### src/rtl/spi_controller.sv
`default_nettype none
// ============================================================================
// Module   : spi_controller
// Brief    : SPI mode-0 initiator with a valid/ready byte interface; bytes
//            handed over with tx_last=0 stay under one cs assertion.
// Revision : 1.0 - initial release
// ============================================================================
module spi_controller #(
    parameter int CLK_DIV = 4
) (
    input  logic       clk,
    input  logic       rst,
    input  logic       tx_valid,
    output logic       tx_ready,
    input  logic [7:0] tx_data,
    input  logic       tx_last,
    output logic       rx_valid,
    output logic [7:0] rx_data,
    output logic       busy,
    output logic       sclk,
    output logic       cs,
    output logic       pico,
    input  logic       poci
);

    localparam logic [7:0] c_div_m1   = 8'(CLK_DIV - 1);
    localparam logic [2:0] c_st_idle  = 3'd0;
    localparam logic [2:0] c_st_setup = 3'd1;
    localparam logic [2:0] c_st_shift = 3'd2;
    localparam logic [2:0] c_st_hold  = 3'd3;
    localparam logic [2:0] c_st_gap   = 3'd4;
    localparam logic [2:0] c_st_wait  = 3'd5;

    logic [2:0] r_state;
    logic [7:0] r_cnt;
    logic [3:0] r_half;
    logic [7:0] r_tx_shift;
    logic [7:0] r_rx_shift;
    logic [7:0] r_rx_data;
    logic       r_last;
    logic       r_sclk;
    logic       r_cs;
    logic       r_pico;
    logic       r_tx_ready;
    logic       r_busy;
    logic       r_rx_valid;

    logic w_accept;
    logic w_cnt_done;

    assign w_accept   = tx_valid && r_tx_ready;
    assign w_cnt_done = (r_cnt == 8'd0);

    always_ff @(posedge clk) begin
        if (rst) begin
            r_state    <= c_st_idle;
            r_cnt      <= 8'd0;
            r_half     <= 4'd0;
            r_tx_shift <= 8'd0;
            r_rx_shift <= 8'd0;
            r_rx_data  <= 8'd0;
            r_last     <= 1'b0;
            r_sclk     <= 1'b0;
            r_cs       <= 1'b1;
            r_pico     <= 1'b0;
            r_tx_ready <= 1'b1;
            r_busy     <= 1'b0;
            r_rx_valid <= 1'b0;
        end else begin
            r_rx_valid <= 1'b0;
            case (r_state)
                c_st_idle, c_st_wait: begin
                    if (w_accept) begin
                        r_state    <= c_st_setup;
                        r_cnt      <= c_div_m1;
                        r_cs       <= 1'b0;
                        r_pico     <= tx_data[7];
                        r_tx_shift <= {tx_data[6:0], 1'b0};
                        r_last     <= tx_last;
                        r_tx_ready <= 1'b0;
                        r_busy     <= 1'b1;
                    end
                end
                c_st_setup: begin
                    if (w_cnt_done) begin
                        r_state    <= c_st_shift;
                        r_cnt      <= c_div_m1;
                        r_half     <= 4'd0;
                        r_sclk     <= 1'b1;
                        r_rx_shift <= {r_rx_shift[6:0], poci};
                    end else begin
                        r_cnt <= r_cnt - 8'd1;
                    end
                end
                c_st_shift: begin
                    if (w_cnt_done) begin
                        r_cnt <= c_div_m1;
                        if (r_sclk) begin
                            r_sclk <= 1'b0;
                            // Half 14 ends with the 8th falling edge: byte complete
                            if (r_half == 4'd14) begin
                                r_rx_data  <= r_rx_shift;
                                r_rx_valid <= 1'b1;
                                r_state    <= r_last ? c_st_hold : c_st_wait;
                                r_tx_ready <= !r_last;
                            end else begin
                                r_pico     <= r_tx_shift[7];
                                r_tx_shift <= {r_tx_shift[6:0], 1'b0};
                                r_half     <= r_half + 4'd1;
                            end
                        end else begin
                            r_sclk     <= 1'b1;
                            r_rx_shift <= {r_rx_shift[6:0], poci};
                            r_half     <= r_half + 4'd1;
                        end
                    end else begin
                        r_cnt <= r_cnt - 8'd1;
                    end
                end
                c_st_hold: begin
                    if (w_cnt_done) begin
                        r_state <= c_st_gap;
                        r_cnt   <= c_div_m1;
                        r_cs    <= 1'b1;
                    end else begin
                        r_cnt <= r_cnt - 8'd1;
                    end
                end
                c_st_gap: begin
                    if (w_cnt_done) begin
                        r_state    <= c_st_idle;
                        r_pico     <= 1'b0;
                        r_tx_ready <= 1'b1;
                        r_busy     <= 1'b0;
                    end else begin
                        r_cnt <= r_cnt - 8'd1;
                    end
                end
                default: begin
                    r_state    <= c_st_idle;
                    r_sclk     <= 1'b0;
                    r_cs       <= 1'b1;
                    r_pico     <= 1'b0;
                    r_tx_ready <= 1'b1;
                    r_busy     <= 1'b0;
                end
            endcase
        end
    end

    assign tx_ready = r_tx_ready;
    assign rx_valid = r_rx_valid;
    assign rx_data  = r_rx_data;
    assign busy     = r_busy;
    assign sclk     = r_sclk;
    assign cs       = r_cs;
    assign pico     = r_pico;

endmodule
`default_nettype wire

### config.mk
export PLATFORM = sky130hd
export DESIGN_NAME = spi_controller
export DESIGN_NICKNAME = d
export VERILOG_FILES = /design/src/rtl/spi_controller.sv
export SDC_FILE = /design/constraint.sdc
export NUM_CORES = 1
export LEC_CHECK = 0
export CORE_ASPECT_RATIO = 1.1
export CORE_MARGIN = 3
export CORE_UTILIZATION = 40
export CTS_BUF_LIST = sky130_fd_sc_hd__clkbuf_4
export CTS_CLUSTER_DIAMETER = 80
export DETAILED_ROUTE_END_ITERATION = 8
export GPL_ROUTABILITY_DRIVEN = 0
export REMOVE_ABC_BUFFERS = 1
export SYNTH_ARGS = -nofsm -noshare
export SYNTH_HDL_FRONTEND = slang
export SYNTH_SLANG_ARGS = --single-unit
### constraint.sdc
create_clock -name clk -period 2.1 [get_ports clk]
set_input_delay 0.42 -clock clk [delete_from_list [all_inputs] [get_ports clk]]
set_output_delay 0.42 -clock clk [all_outputs]
set_load 0.02 [all_outputs]
Word-level counts from Yosys, hierarchy flattened
Index checks and enable logic that the tools add are counted.
{ "totals": {"reg_bits": 46, "out_inout_bits": 14} }
{ "classes": {"bitwise": 7, "reduce_logical": 25, "addsub": 2, "muxes": 46, "n_eq_ne": 17} }
{ "ops": {"columns": ["cell", "count"], "rows": [
  ["$mux W8", 10],
  ["$pmux W8 S2", 2],
  ["$mux W3", 8],
  ["$pmux W8 S3", 1],
  ["$ne A2 B2 Y1 const B", 10],
  ["$mux W4", 4],
  ["$pmux W3 S5", 1],
  ["$mux W1", 14],
  ["$reduce_and A3 Y1", 4],
  ["$reduce_and A4 Y1", 3],
  ["$reduce_and A6 Y1", 2],
  ["$pmux W1 S3", 3],
  ["$logic_not A8 Y1", 1],
  ["$pmux W1 S4", 2],
  ["$pmux W4 S2", 1],
  ["$reduce_or A4 Y1", 2],
  ["$sub A8 B1 Y8 const B", 1],
  ["$not A1 Y1", 7],
  ["$reduce_and A7 Y1", 1],
  ["$eq A3 B2 Y1 const B", 2],
  ["$eq A3 B3 Y1 const B", 2],
  ["$reduce_or A3 Y1", 2],
  ["$reduce_and A5 Y1", 1],
  ["$add A4 B1 Y4 const B", 1],
  ["other kinds (10)", 12]
]} }

Logic depth before layout (Yosys ltp)
Gate-level depths: netlist (run 1).
{ "depth": {"depth_word": 5, "depth_mapped": 8, "mapped_depth_nobuf": 7} }

Worst setup path before layout (run 1)
Ideal clock, no wire load.
{ "synth_path": {"kind": "register to register", "startpoint": "register r_cnt[0]", "endpoint": "register r_tx_shift[2]", "setup_time_ns": 0.088, "setup_slack_ns": 0.207, "path_stages_with_launch": 9, "arrival_ns": 1.805, "n_path_buf": 1, "path_cell_list": "dfxtp_1 inv_1 ha_1 nor4b_4 nand3_1 a221oi_4 buf_6 nor2_1 a311oi_2"} }
{ "synth_via": {"elab_chain_len": 3} }
{ "synth_rtl": {"columns": ["item", "line", "text"], "rows": [
  ["start: declaration", "35", "logic [7:0] r_cnt;"],
  ["start signal: assignment", "75", "r_cnt <= c_div_m1;"],
  ["start signal: assignment", "87", "r_cnt <= c_div_m1;"],
  ["start signal: assignment", "92", "r_cnt <= r_cnt - 8'd1;"],
  ["$logic_not A8 Y1", "52", "assign w_cnt_done = (r_cnt == 8'd0);"],
  ["$ne A2 B2 Y1 (no source line)", null, null],
  ["$reduce_and A5 Y1 (no source line)", null, null],
  ["end signal: assignment", "78", "r_tx_shift <= {tx_data[6:0], 1'b0};"],
  ["end signal: assignment", "108", "r_tx_shift <= {r_tx_shift[6:0], 1'b0};"],
  ["end: declaration", "37", "logic [7:0] r_tx_shift;"]
]} }
No other way between the ends.
A chain may end at the register's enable or synchronous reset.

Worst setup path in the final report (run 1)
{ "layout_path": {"startpoint": "register r_sclk, in the netlist sclk", "endpoint": "output port sclk"} }
{ "layout_lines": {"columns": ["item", "line", "text"], "rows": [
  ["start: declaration", "41", "logic r_sclk;"],
  ["start signal: assignment", "63", "r_sclk <= 1'b0;"],
  ["start signal: assignment", "89", "r_sclk <= 1'b1;"],
  ["start signal: assignment", "99", "r_sclk <= 1'b0;"],
  ["end: declaration", "20", "output logic sclk,"]
]} }
No word-level cell between the ends.

==> qor.txt, run 1 <==
Total number of vias: 1933
Hold WC Path Type: reg2reg
Min Hold Slack: 0.480 ns
Largest net degree at the start of global routing: 18
DRT iter0 DRCs: 66
Layout cell share with drive strength beyond 1: 0.163
Placed cell count: 362
CP top delay family: buffers and inverters
Max incr delay on CP: 0.67 ns
Clock buffer count from CTS: 5
Sw Ratio: 0.418
Crit-path cells: clkdlybuf4s50_1
Layout area overhead: 24.9%
Number of synthesized register bits: 45
Chip Width: 77.2 um
Gr ovfl total: 0
Cell Area, Synth: 2230 um^2
Logic pwr share: 0.544
Port bufs: 26
Number of flops mapped to enable cells by yosys: 0
Vias per inst: 5.20
Hold Path End: r_tx_shift[1]
I/O pin total: 27
Post-synth top flop: dfxtp_1
Die ar.: 6510 um^2
Reg2reg setup slack: 0.16 ns
Max-slew headroom: 0.679
Worst-margin pin slew: 0.482 ns
Final cell count without fillers: 372
Reg2reg start: r_cnt[1]
Worst-Skew Late Latency: 0.37 ns
Final Hold Fails: 0
Hold path cells: 2
Required time of the critical path: 1.68 ns
Number of clock sinks: 45
Met3 Use GR: 0.0376
CTS Hold Buffers Added: 0
Total GRT Usage: 0.152
Part of the power in the clock network: 0.130
Post-DP HPWL: 3560 um
Leak pwr: 1.02 nW
Max Buffers Root-to-Sink: 2
Hold Path Origin: r_tx_shift[1]
Initial antenna violation count: 0
Commonest non-fill, non-tap cell in the layout: dfxtp_1
Met2 Usage GRT: 0.260
Async SR Flop Fraction: 0
VDD IR-drop max: 700 uV
Global-route wire length before repair: 8180 um
Vias in the first global route: 1860
Max Fanout on Critical Path: 7
Tcrit/Tclk final: 0.933
Number of library cell types mapped by synthesis: 49
Setup TNS: 0 ns
FMAX: 510 MHz
CTS tree: done
Synth Area per Inst: 8.72 um^2
Met1 Usage GRT: 0.189
Clk slew on worst S/H paths: 0.15 ns
CP Launch Type: register
NetSw: 1.51 mW
GR peak layer: met2
Max-Cap Viols: 0
Util after Layout: 0.536
Starting Density: 0.429
Layout Nets: 315
Status: completed
CORE AREA: 5200 um^2
Internal power: 2.10 mW
DRT Wirelength: 4760 um
Reg2reg path depth: 7
Die H: 84.4 um
First drt pass iteration count: 4
Synth Instances: 256
Crit path time final: 1.96 ns
RSZ-0062 raised after global routing: no
Seq pwr share: 0.326
Row cnt: 27
Endpoints failing setup: 0
Worst Path Buf+Inv: 1
Slew Viols, Final: 0
Nature of the critical path endpoint: output pin
R2R Path End: r_state[1]
Most frequent cells in the layout: 44 x dfxtp_1, 38 x nor2_1, 26 x clkdlybuf4s50_1
Crit path DAT: 1.54 ns
H-tree Lvls: 2
# DRC: 0
WL/cell: 12.8 um
CP Class: reg2out
Register area share after synthesis: 0.404
Clock Tree Root: clkbuf_4
Syn. warnings: 0
Pwr Density: 1300 nW/um^2
Final ANT Viol Nets: 0
Critical-path top delay cell: clkdlybuf4s50_1
ANT cells: 0
Clock Skew: 0.0101 ns
[cells by family (layout without fill, tap and decap cells)]
logic type | after synthesis | after routing | share of synthesized area
AND/OR/NAND/NOR | 103 | 103 | 0.236
AO/OA/AOI/OAI | 60 | 60 | 0.195
flip-flops | 45 | 45 | 0.404
buffers and inverters | 21 | 65 | 0.0437
multiplexers | 19 | 19 | 0.0852
XOR/XNOR | 5 | 5 | 0.0196
adder cells (fa/ha/maj) | 3 | 3 | 0.0168
[worst max path at each step]
stage          depth (start not counted)             to        from
2_1_floorplan                          5  r_tx_shift[2]  r_state[2]
3_3_place_gp                           7       tx_ready    tx_valid
3_5_place_dp                           7       tx_ready    tx_valid
4_1_cts                                8       tx_ready    r_cnt[0]
5_1_grt                                7      r_half[3]    r_cnt[1]
6_report                               1           sclk        sclk
[layer usage]
layer  part of all wire  routed length [um]  vias to the layer above
met5                  0                   0                        -
met4              0.012                  57                        0
met3              0.029                 140                        6
met2               0.48                2270                       27
met1               0.48                2290                      905
li1                   -                   -                      995
[registers in the layout (all words and copies together), names as in the netlist]
register and count:
sclk 1, r_tx_shift 7, r_last 1, tx_ready 1, busy 1, r_half 4
r_rx_shift 8, rx_valid 1, cs 1, r_state 3, pico 1, r_cnt 8
rx_data 8
[area by class of cell]
type | instances | area, um^2
fillers | 529 | 2410
multi-input cells | 190 | 1240
flip-flops and latches | 45 | 902
repair buffers | 50 | 465
well taps | 72 | 90.1
clock buffers | 5 | 37.5
clock inverters | 3 | 28.8
inverters | 7 | 26.3
[synthesized netlist by cell type, types with 3 or more instances]
cell / n / area (um^2)
nand2_1: 20 / 75.1
clkbuf_1: 9 / 33.8
a311oi_1: 3 / 26.3
and2_1: 3 / 18.8
nor3_1: 7 / 35.0
nand3_1: 6 / 30.0
nand2b_1: 5 / 31.3
mux2i_1: 19 / 190
nor2_1: 38 / 143
o21ai_0: 14 / 70.1
ha_1: 3 / 37.5
dfxtp_1: 45 / 901
inv_1: 7 / 26.3
a311oi_2: 3 / 45.0
xnor2_1: 5 / 43.8
o211ai_1: 3 / 22.5
or3_1: 6 / 37.5
a21oi_1: 18 / 90.1
buf_2: 3 / 15.0
[per-stage QoR]
stage | worst slack, ns | total power, mW | cell area (um^2)
final | 0.141 | 3.61 | 2790
after global routing | 0.00632 | 3.89 | 2790
after CTS | 0.0494 | 3.58 | 2770
after detailed placement | 0.0294 | 3.10 | 2700
after global placement | 0.0978 | 3.10 | 2700
after floorplan | -0.0501 | 2.40 | 2160
[repair_timing]
| item | CTS | global route |
|---|---|---|
| buffers inserted | 0 | 2 |
| resized for setup | 0 | 3 |
| endpoints found under the setup margin | 0 | 16 |
[power groups by stage]
stage | registers [mW] | clock network (mW) | logic (mW)
final | 1.18 | 0.469 | 1.97
after global routing | 1.20 | 0.527 | 2.16
after CTS | 1.18 | 0.493 | 1.91
after detailed placement | 1.20 | 0 | 1.90
after global placement | 1.19 | 0 | 1.90
after floorplan | 1.22 | 0 | 1.18
Power figures use the tool's default switching activity.
==> run 2: changes to the inputs <==
CORE_ASPECT_RATIO = 2   (was 1.1)
==> qor.txt, run 2 (synthesis gave the netlist of run 1 again) <==
Clock Tree Root: clkbuf_4 (unchanged)
Vias in the first global route: 1909 (was 1860)
R2R Path End: r_half[3] (was r_state[1])
Gr ovfl total: 0 (unchanged)
Slew Viols, Final: 0 (unchanged)
Layout cell share with drive strength beyond 1: 0.161 (was 0.163)
VDD IR-drop max: 1070 uV (was 700 uV)
Final Hold Fails: 0 (unchanged)
Hold WC Path Type: reg2reg (unchanged)
Max Fanout on Critical Path: 4 (was 7)
Critical-path top delay cell: or3_4 (was clkdlybuf4s50_1)
Number of clock sinks: 45 (unchanged)
I/O pin total: 27 (unchanged)
Crit path time final: 1.99 ns (was 1.96 ns)
Clock Skew: 0.00711 ns (was 0.0101 ns)
Final ANT Viol Nets: 0 (unchanged)
DRT Wirelength: 5150 um (was 4760 um)
First drt pass iteration count: 4 (unchanged)
Largest net degree at the start of global routing: 30 (was 18)
Reg2reg path depth: 7 (unchanged)
FMAX: 503 MHz (was 510 MHz)
# DRC: 0 (unchanged)
Row cnt: 37 (was 27)
WL/cell: 14.5 um (was 12.8 um)
Starting Density: 0.423 (was 0.429)
Initial antenna violation count: 0 (unchanged)
H-tree Lvls: 2 (unchanged)
Endpoints failing setup: 0 (unchanged)
ANT cells: 0 (unchanged)
Clk slew on worst S/H paths: 0.15 ns (about the same)
Total number of vias: 1996 (was 1933)
DRT iter0 DRCs: 110 (was 66)
RSZ-0062 raised after global routing: no (unchanged)
Total GRT Usage: 0.171 (was 0.152)
Total power draw: 3.73 mW (was 3.61 mW)
Clock buffer count from CTS: 5 (unchanged)
CP Class: reg2reg (was reg2out)
Commonest non-fill, non-tap cell in the layout: dfxtp_1 (unchanged)
Max-Cap Viols: 0 (unchanged)
Worst-margin pin slew: 0.486 ns (was 0.482 ns)
Global-route wire length before repair: 8900 um (was 8180 um)
Reg2reg start: r_cnt[0] (was r_cnt[1])
Max-slew headroom: 0.671 (was 0.679)
Hold Path End: r_tx_shift[6] (was r_tx_shift[1])
Status: completed (unchanged)
Hold path cells: 2 (unchanged)
Hold Path Origin: r_tx_shift[5] (was r_tx_shift[1])
Max Buffers Root-to-Sink: 2 (unchanged)
Chip Width: 58.8 um (was 77.2 um)
Required time of the critical path: 2.41 ns (was 1.68 ns)
Leak pwr: 1.02 nW (about the same)
Pwr Density: 1340 nW/um^2 (was 1300 nW/um^2)
Post-DP HPWL: 3840 um (was 3560 um)
Layout Nets: 313 (was 315)
Port bufs: 26 (unchanged)
Reg2reg setup slack: 0.11 ns (was 0.16 ns)
Crit-path cells: inv_1 > ha_1 > nor4b_4 > nand2_2 > or3_4 > or3_1 > a21oi_1 (was clkdlybuf4s50_1)
Tcrit/Tclk final: 0.947 (was 0.933)
CTS tree: done (unchanged)
Worst-Skew Late Latency: 0.37 ns (about the same)
Max incr delay on CP: 0.39 ns (was 0.67 ns)
Layout area overhead: 24.4% (was 24.9%)
Nature of the critical path endpoint: register (was output pin)
Crit path DAT: 2.30 ns (was 1.54 ns)
Die ar.: 6570 um^2 (was 6510 um^2)
Vias per inst: 5.61 (was 5.20)
CORE AREA: 5280 um^2 (was 5200 um^2)
CP Launch Type: register (unchanged)
Util after Layout: 0.526 (was 0.536)
Most frequent cells in the layout: 44 x dfxtp_1, 38 x nor2_1, 26 x clkdlybuf4s50_1 (unchanged)
Die H: 112 um (was 84.4 um)
## run 2: layout make-up
| type | count | area [um^2] |
|---|---|---|
| Sequential cell | 45 | 902 |
| Clock inverter | 3 | 47.5 |
| Multi-Input combinational cell | 190 | 1240 |
| Clock buffer | 5 | 37.5 |
| Timing Repair Buffer | 48 | 450 |
| Fill cell | 532 | 2500 |
| Tap cell | 58 | 72.6 |
| Inverter | 7 | 26.3 |
## run 2: layer usage
metal  share of wire  wire length, um  GRT usage
met1            0.40             2050      0.200
met2            0.52             2680      0.285
met3           0.042              215     0.0325
met4           0.039              201     0.0847
met5               0                0          0
## run 2: critical path: cells and delay by family, from the launching register on
| kind | cells | cell delay, ns |
|---|---|---|
| AND/OR/NAND/NOR | 4 | 1.19 |
| adder cells (fa/ha/maj) | 1 | 0.16 |
| AO/OA/AOI/OAI | 1 | 0.15 |
| flip-flops | 1 | 0.36 |
| buffers and inverters | 1 | 0.07 |
## run 2: repair_timing
item,CTS,global route
setup buffers,0,0
hold buffers,0,0
gates resized for setup,0,5
endpoints found under the setup margin,0,6
## run 2: worst max-delay path by stage
stage / from / endpoint / slack [ns] / cells after the start
after floorplan: r_state[2] / r_tx_shift[2] / -0.05 / 5
after global placement: tx_valid / pico / 0.12 / 6
after detailed placement: tx_valid / pico / 0.08 / 6
after CTS: r_cnt[0] / pico / 0.08 / 7
after global routing: r_cnt[0] / r_tx_shift[6] / 0.009 / 8
final: r_cnt[0] / r_half[3] / 0.11 / 7
## run 2: report_power, final
part	internal, mW	total (mW)	switching, mW
Combinational	0.918	1.98	1.06
Clock	0.259	0.574	0.315
Sequential	1.02	1.18	0.160
Total	2.19	3.73	1.54
## run 2: through the flow
stage | setup WS (ns) | area, um^2 | std cells | TNS [ns] | hold slack, ns
after floorplan | -0.0501 | 2160 | 242 | -0.225 | 0.440
after global placement | 0.122 | 2680 | 348 | 0 | 0.452
after detailed placement | 0.0833 | 2680 | 348 | 0 | 0.469
after CTS | 0.0759 | 2770 | 356 | 0 | 0.490
after global routing | 0.00904 | 2780 | 356 | 0 | 0.523
final | 0.112 | 2780 | 356 | 0 | 0.485
==> run 3: changes to the inputs <==
clock period = 1.8 ns   (was 2.1 ns; I/O delays follow)
==> qor.txt, run 3 (synthesis gave the netlist of run 1 again) <==
ANT cells: 0 (unchanged)
FMAX: 523 MHz (was 503 MHz)
Row cnt: 37 (unchanged)
Min Hold Slack: 0.495 ns (was 0.485 ns)
Pwr Density: 1640 nW/um^2 (was 1340 nW/um^2)
Starting Density: 0.423 (unchanged)
Worst Path Buf+Inv: 2 (was 1)
Hold path cells: 2 (unchanged)
Post-DP Area: 2850 um^2 (was 2680 um^2)
Layout cell share with drive strength beyond 1: 0.308 (was 0.161)
Total number of vias: 2078 (was 1996)
GR peak layer: met2 (unchanged)
Commonest non-fill, non-tap cell in the layout: dfxtp_1 (unchanged)
Final ANT Viol Nets: 0 (unchanged)
RSZ-0062 raised after global routing: yes (was no)
Area of the multi-input gates: 1390 um^2 (was 1240 um^2)
Final setup margin: -0.111 ns (was 0.112 ns)
Die H: 112 um (unchanged)
Fin area: 3190 um^2 (was 2780 um^2)
Required time of the critical path: 2.06 ns (was 2.41 ns)
DRT Wirelength: 5620 um (was 5150 um)
Tcrit/Tclk final: 1.06 (was 0.947)
Leak pwr: 1.21 nW (was 1.02 nW)
Seq pwr share: 0.269 (was 0.315)
Part of the power in the clock network: 0.124 (was 0.154)
Initial antenna violation count: 0 (unchanged)
H-tree Lvls: 2 (unchanged)
Clk slew on worst S/H paths: 0.14 ns (was 0.15 ns)
Register area: 910 um^2 (was 902 um^2)
First drt pass iteration count: 4 (unchanged)
Gr ovfl total: 0 (unchanged)
Largest net degree at the start of global routing: 32 (was 30)
Met1 Usage GRT: 0.198 (was 0.200)
Layout Nets: 340 (was 313)
Final cell count without fillers: 383 (was 356)
Max-Cap Viols: 0 (unchanged)
CP top delay family: compound AO/OA/AOI/OAI gates (was simple AND/OR/NAND/NOR gates)
CP Depth: 8 (was 7)
Worst-Skew Late Latency: 0.35 ns (was 0.37 ns)
Endpoints failing setup: 27 (was 0)
Port bufs: 26 (unchanged)
Met2 Usage GRT: 0.321 (was 0.285)
Setup TNS: -1.35 ns (was 0 ns)
# DRC: 0 (unchanged)
Met3 Use GR: 0.0290 (was 0.0325)
Post-DP HPWL: 4030 um (was 3840 um)
Chip Width: 58.8 um (unchanged)
Util after Layout: 0.604 (was 0.526)
CTS Hold Buffers Added: 0 (unchanged)
Critical-path top delay cell: dfxtp_2 (was or3_4)
Nature of the critical path endpoint: register (unchanged)
Placed cell count: 367 (was 348)
VDD IR-drop max: 1160 uV (was 1070 uV)
Max-slew headroom: 0.726 (was 0.671)
Total power draw: 5.22 mW (was 3.73 mW)
Total GRT Usage: 0.178 (was 0.171)
Most frequent cells in the layout: 40 x dfxtp_1, 38 x buf_4, 34 x nor2_1 (was 44 x dfxtp_1, 38 x nor2_1, 26 x clkdlybuf4s50_1)
Slew Viols, Final: 0 (unchanged)
Vias in the first global route: 2084 (was 1909)
Final Hold Fails: 0 (unchanged)
CTS tree: done (unchanged)
WL/cell: 14.7 um (was 14.5 um)
NetSw: 2.08 mW (was 1.54 mW)
CP Launch Type: register (unchanged)
Max incr delay on CP: 0.35 ns (was 0.39 ns)
Worst-margin pin slew: 0.407 ns (was 0.486 ns)
Hold Path Origin: r_tx_shift[5] (unchanged)
Clock Tree Root: clkbuf_4 (unchanged)
Logic pwr share: 0.607 (was 0.531)
Reg2reg path depth: 8 (was 7)
Internal power: 3.13 mW (was 2.19 mW)
Max Fanout on Critical Path: 7 (was 4)
Number of clock sinks: 45 (unchanged)
Crit path DAT: 2.17 ns (was 2.30 ns)
Crit path time final: 1.91 ns (was 1.99 ns)
Clock Skew: 0.00919 ns (was 0.00711 ns)
Vias per inst: 5.43 (was 5.61)
CORE AREA: 5280 um^2 (unchanged)
Crit-path cells: inv_2 > ha_4 > nor4b_4 > nand3_2 > a221oi_4 > buf_12 > nor2_1 > a311oi_1 (was inv_1 > ha_1 > nor4b_4 > nand2_2 > or3_4 > or3_1 > a21oi_1)
Global-route wire length before repair: 9280 um (was 8900 um)
Pre-CTS setup slack: -0.214 ns (was 0.0833 ns)
# fillers: 494 (was 532)
Status: finished, violations left (was completed)
DRT iter0 DRCs: 68 (was 110)
Die ar.: 6570 um^2 (unchanged)
I/O pin total: 27 (unchanged)
Layout area overhead: 42.8% (was 24.4%)
CP Class: reg2reg (unchanged)
Clock buffer count from CTS: 5 (unchanged)
Max Buffers Root-to-Sink: 2 (unchanged)
Reg2reg start: r_cnt[1] (was r_cnt[0])
Failing checks: negative setup slack
Crit path from: r_cnt[1] (was r_cnt[0])
Sw Ratio: 0.399 (was 0.412)
Hold WC Path Type: reg2reg (unchanged)
[run 3: tightest hold or removal path, stage by stage, from the launching register on]
cell and delay (ns):
dfxtp_1 0.34, nand2_1 0.06, a311oi_1 0.07
[run 3: layer usage]
metal | wire [um] | up-vias | part of all wire
li1 | - | 1044 | -
met1 | 2250 | 993 | 0.40
met2 | 3080 | 29 | 0.55
met3 | 138 | 12 | 0.025
met4 | 151 | 0 | 0.027
met5 | 0 | - | 0
[run 3: cell type report]
class | instances | share of cell area
Sequential cell | 45 | 0.285
Inverter | 7 | 0.00824
Multi-Input combinational cell | 190 | 0.435
Clock inverter | 2 | 0.0122
Timing Repair Buffer | 75 | 0.223
Clock buffer | 6 | 0.0141
Tap cell | 58 | 0.0228
[run 3: worst paths after layout]
check,endpoint,slack (ns)
setup / recovery,r_tx_shift[5],-0.11
hold / removal,r_tx_shift[6],0.49
setup reg to reg,r_tx_shift[5],-0.11
hold reg to reg,r_tx_shift[6],0.49
[run 3: repair_timing]
action | 4_1_cts | 5_1_grt
pin swaps | 15 | 17
gates cloned | 1 | 0
setup buffers | 5 | 4
gates resized for setup | 19 | 33
setup endpoints to repair | 33 | 42
[run 3: power by group through the flow]
stage / sequential [mW] / clock [mW] / combinational [mW]
floorplan: 1.42 / 0 / 1.37
global placement: 1.38 / 0 / 2.58
detailed placement: 1.39 / 0 / 2.60
CTS: 1.37 / 0.670 / 2.99
global route: 1.43 / 0.700 / 3.42
finish: 1.40 / 0.645 / 3.17
